File: config.mk
export PLATFORM = sky130hd
export DESIGN_NAME = aes_rcon_gen
export DESIGN_NICKNAME = d
export VERILOG_FILES = /design/src/rtl/aes_rcon_gen.sv
export SDC_FILE = /design/constraint.sdc
export NUM_CORES = 1
export LEC_CHECK = 0
export ABC_AREA = 1
export BUFFER_PORTS_ARGS = -buffer_cell sky130_fd_sc_hd__buf_2
export CAP_MARGIN = 20
export CORE_UTILIZATION = 45
export CTS_CLUSTER_SIZE = 20
export DETAILED_ROUTE_END_ITERATION = 10
export GPL_ROUTABILITY_DRIVEN = 0
export PLACE_DENSITY = 0.73
export SKIP_CTS_REPAIR_TIMING = 1
export SYNTH_ARGS = -nofsm -noshare
export SYNTH_HDL_FRONTEND = slang
export SYNTH_SLANG_ARGS = --single-unit
File: constraint.sdc
create_clock -name clk -period 1.2 [get_ports clk]
set_input_delay 0.12 -clock clk [delete_from_list [all_inputs] [get_ports clk]]
set_output_delay 0.12 -clock clk [all_outputs]
set_load 0.05 [all_outputs]
File: src/rtl/aes_rcon_gen.sv
// AES round-constant generator: GF(2^8) xtime stepper with per-key-length termination.
// Define RCON_INVERSE_EN to enable the reverse (inverse xtime) stepper driven by prev.
module aes_rcon_gen #(
   parameter logic [7:0] POLY    = 8'h1B,
   parameter logic [7:0] RC_INIT = 8'h01
) (
   input  logic       clk,
   input  logic       rst,
   input  logic       start,
   input  logic [1:0] key_len,
   input  logic       next,
   input  logic       prev,
   output logic [7:0] rc_out,
   output logic [3:0] rc_idx,
   output logic       valid,
   output logic       last,
   output logic       done
);

   typedef enum logic [1:0] {
      StIdle,
      StRun,
      StDone
   } state_e;

   state_e     state_q, state_d;
   logic [7:0] rc_q, rc_d;
   logic [3:0] idx_q, idx_d;
   logic [3:0] len_q, len_d;
   logic       valid_q, valid_d;
   logic       done_q, done_d;
   logic       step_fwd;

   // Number of round constants consumed by each key length; 11 falls back to AES-128.
   function automatic logic [3:0] len_of(input logic [1:0] kl);
      logic [3:0] n;
      case (kl)
         2'b01:   n = 4'd8;
         2'b10:   n = 4'd7;
         default: n = 4'd10;
      endcase
      return n;
   endfunction

   function automatic logic [7:0] xtime(input logic [7:0] v);
      return {v[6:0], 1'b0} ^ (v[7] ? POLY : 8'h00);
   endfunction

`ifdef RCON_INVERSE_EN
   logic step_bwd;

   // Exact inverse of xtime; relies on POLY[0] being 1 to identify the reduced case.
   function automatic logic [7:0] inv_xtime(input logic [7:0] v);
      return v[0] ? (((v ^ POLY) >> 1) | 8'h80) : (v >> 1);
   endfunction

   assign step_bwd = prev & ~next;
`else
   logic unused_prev;
   assign unused_prev = prev;
`endif

   assign step_fwd = next & ~prev;
   assign last     = valid_q && (idx_q == len_q);

   always_comb begin
      state_d = state_q;
      rc_d    = rc_q;
      idx_d   = idx_q;
      len_d   = len_q;
      valid_d = valid_q;
      done_d  = done_q;

      if (start) begin
         state_d = StRun;
         rc_d    = RC_INIT;
         idx_d   = 4'd1;
         len_d   = len_of(key_len);
         valid_d = 1'b1;
         done_d  = 1'b0;
      end else begin
         case (state_q)
            StIdle: begin
            end
            StRun: begin
               if (step_fwd) begin
                  if (last) begin
                     state_d = StDone;
                     valid_d = 1'b0;
                     done_d  = 1'b1;
                  end else begin
                     rc_d  = xtime(rc_q);
                     idx_d = idx_q + 4'd1;
                  end
               end
`ifdef RCON_INVERSE_EN
               else if (step_bwd && (idx_q > 4'd1)) begin
                  rc_d  = inv_xtime(rc_q);
                  idx_d = idx_q - 4'd1;
               end
`endif
            end
            StDone: begin
            end
            default: begin
               state_d = StIdle;
               valid_d = 1'b0;
               done_d  = 1'b0;
            end
         endcase
      end
   end

   always_ff @(posedge clk) begin
      if (rst) begin
         state_q <= StIdle;
         rc_q    <= 8'h00;
         idx_q   <= 4'd0;
         len_q   <= 4'd10;
         valid_q <= 1'b0;
         done_q  <= 1'b0;
      end else begin
         state_q <= state_d;
         rc_q    <= rc_d;
         idx_q   <= idx_d;
         len_q   <= len_d;
         valid_q <= valid_d;
         done_q  <= done_d;
      end
   end

   assign rc_out = rc_q;
   assign rc_idx = idx_q;
   assign valid  = valid_q;
   assign done   = done_q;

endmodule

==> results.yml <==
power_and_ir_drop:
  leakage_nw: 0.5193
  total_power_w: 0.001100
  ir_worst_vdd_v: 0.0005832
  p_per_area_nw_per_um2: 981.0
hold_path:
  holdPathStages: 2
  hp-start: "rst"
  holdPathEnd: "rc_idx[0]$_SDFFE_PP0P_"
  min_path_type: "input pin to register"
routing:
  drcViolationCount: 0
  routed_wl_um: 1804
  num_vias: 801
  wl_per_cell_um: 10.93
  vias_per_cell: 4.855
  first_iter_violations: 10
  ant_nets: 0
  drt_pre_antenna_iters: 4
synthesis:
  syn_nets: 114
  ys_ff_latch: 17
  synth.distinct_cells: 25
  syn_inst: 106
  syn_area_per_cell_um2: 7.743
  synth_area_um2: 820.8
  yosys_warnings: 0
  ys_seq_area_share_pct: 41.46
worst_setup_path:
  cp_data_required_time_ps: 1080
  r2r_end: "rc_idx[3]$_SDFFE_PP0P_"
  crit_arrival_ps: 1270
  path_class: "register to output pin"
  crit_start: "rc_idx[1]$_SDFFE_PP0P_"
  crit_fanout: 4
  critPathBufInv: 2
  cp_cell_sequence: "nand2_2, nand2_2, nor2_4, nand3_4, clkinvlp_4, buf_8"
  cp-end-kind: "output pin"
  cp_common_cell: "nand2_2"
  start_kind: "register"
  reg2reg_from: "rc_idx[1]$_SDFFE_PP0P_"
  ff2ff_path_depth: 8
  cp_slowest_cell: "dfxtp_4"
  rrSetupSlack_ps: -50
  slowest_delay_ps: 380
  path_delay_family: "flip-flops"
  crit_cells: 6
placed_design:
  dp_hpwl_um: 1373
  place_area_um2: 1022
  place_ws_ps: -38.03
  port_buffers: 21
layout:
  fill_cells: 146
  fin_util_pct: 64.93
  stdcell_area_um2: 1121
  diodes: 0
  area_growth_pct: 36.59
  nets: 149
  drive_gt1_share_pct: 49.29
timing:
  hold_violations: 0
  skew_ps: 19.91
  setup_viol: 13
  maxSlewViolCount: 0
  min_period_ps: 1391
  worst_slack_ps: -191.4
  min_period_over_period_pct: 115.9
  whs_ps: 34.86
  fmax_mhz: 718.7
  relSlewSlack_pct: 83.27
  worst_pin_slew_ps: 252.6
  rsz0062_at_grt: "true"
grt:
  grt_pass1_vias: 730
  overflow: 0
  gr-usage-all-layers_pct: 20.27
  grt_start_max_net_pins: 14
  grt_pass1_wl_um: 2994
  antenna_found_initial: 0
clock_network:
  cts_sinks: 17
  clock_path_buffers: 2
  clk_latency_ps: 300
  cts_tree: "yes"
  cts.reportedPaths.clkPinSlew_ps: 120
  cts-root-buf: "clkbuf_4"
  cts_max_level: 1
  cts-buffers-inserted: 3
status:
  status: "finished with violations"
  violations: "negative setup slack"
floorplanning:
  core_um2: 1727
  initial_utilization_pct: 47.54
  num_io_pins: 22
  die_h_um: 44.71
  rows: 15
  die_area_um2: 1999
  dieWidth_um: 44.71
job:
  drv_cap: 0
how the worst max path moves through the flow:
stage	to	slack [ps]
floorplan	done$_SDFFE_PP0P_	-130
global placement	rc_out[1]$_SDFFE_PP0P_	-20
detailed placement	rc_out[5]$_SDFFE_PP0P_	-40
CTS	last	-310
global route	last	-260
finish	last	-190
Yosys cell counts (all sizes together):
library cell	n	area [um^2]
o21bai	1	7.510
nand3	9	62.56
buf	1	15.01
a22oi	1	7.510
nand2	17	73.82
inv	11	41.29
o21ai	9	45.04
a21oi	6	37.54
o21a	1	7.510
dfxtp	17	340.3
nand4	1	6.260
or2	2	15.02
ha	1	12.51
nor2	23	101.4
clkbuf	1	3.750
xor2	5	43.79
worst reg2reg max path, delay by kind of cell, from the launching register on:
family	cells	cell delay [ps]
AND/OR/NAND/NOR	5	430
flip-flops	1	380
buffers and inverters	2	280
AO/OA/AOI/OAI	1	70
placed cells by master, fill, tap and decap left out, types with 2 or more instances in the layout:
cell / Yosys / final
buf_2: 0 / 18
nor2_4: 2 / 2
a21oi_1: 4 / 3
nand2_1: 15 / 10
a21oi_2: 2 / 3
inv_2: 1 / 2
dfxtp_1: 17 / 7
inv_1: 10 / 7
nand3_2: 1 / 2
dfxtp_4: 0 / 5
xor2_1: 5 / 5
o21ai_1: 6 / 9
nand3_1: 7 / 6
nand2_2: 1 / 6
nor2_2: 0 / 2
nor2_1: 21 / 19
dfxtp_2: 0 / 5
buf_4: 0 / 11
clkbuf_4: 0 / 5
kinds of logic after synthesis:
kind of cell / synth area share [%]
flops: 41.46
buf+inv: 7.316
fa+ha+maj: 1.524
compound gates: 12.81
simple gates: 31.56
xor+xnor: 5.335
per-stage QoR:
stage / TNS [ps] / std cells
after floorplan: -1148 / 106
after global placement: -66.06 / 157
after detailed placement: -259.5 / 157
after CTS: -766.8 / 161
after global routing: -1725 / 165
final: -593.1 / 165
per-layer routing:
layer	vias to the layer above	GRT usage, %	wire (um)	share of wire [%]
li1	409	-	-	-
met1	375	24.50	779	43
met2	15	35.29	952	53
met3	2	4.400	61	3.4
met4	0	7.273	12	0.67
met5	-	0	0	0
sequential cells by signal (all words and copies together) (netlist names):
name and flops:
rc_out 8, rc_idx 4, len_q 3, done 1, state_q 1
power breakdown:
group / switching, W / internal, W
registers: 0.0000156 / 0.000575
clock network: 0.000192 / 0.000124
logic: 0.000127 / 0.0000665
total: 0.000335 / 0.000765
final cells by class:
cell class,count,area (um^2),area share [%]
clock buffer,3,22.52,2.009
clock inverter,1,5.005,0.4464
inverter,11,47.55,4.241
multi-input combinational,76,446.7,39.84
sequential,17,365.4,32.59
tap,25,31.28,2.790
timing repair buffer,32,202.7,18.08
Note: power is estimated with default switching activity, not from simulation.
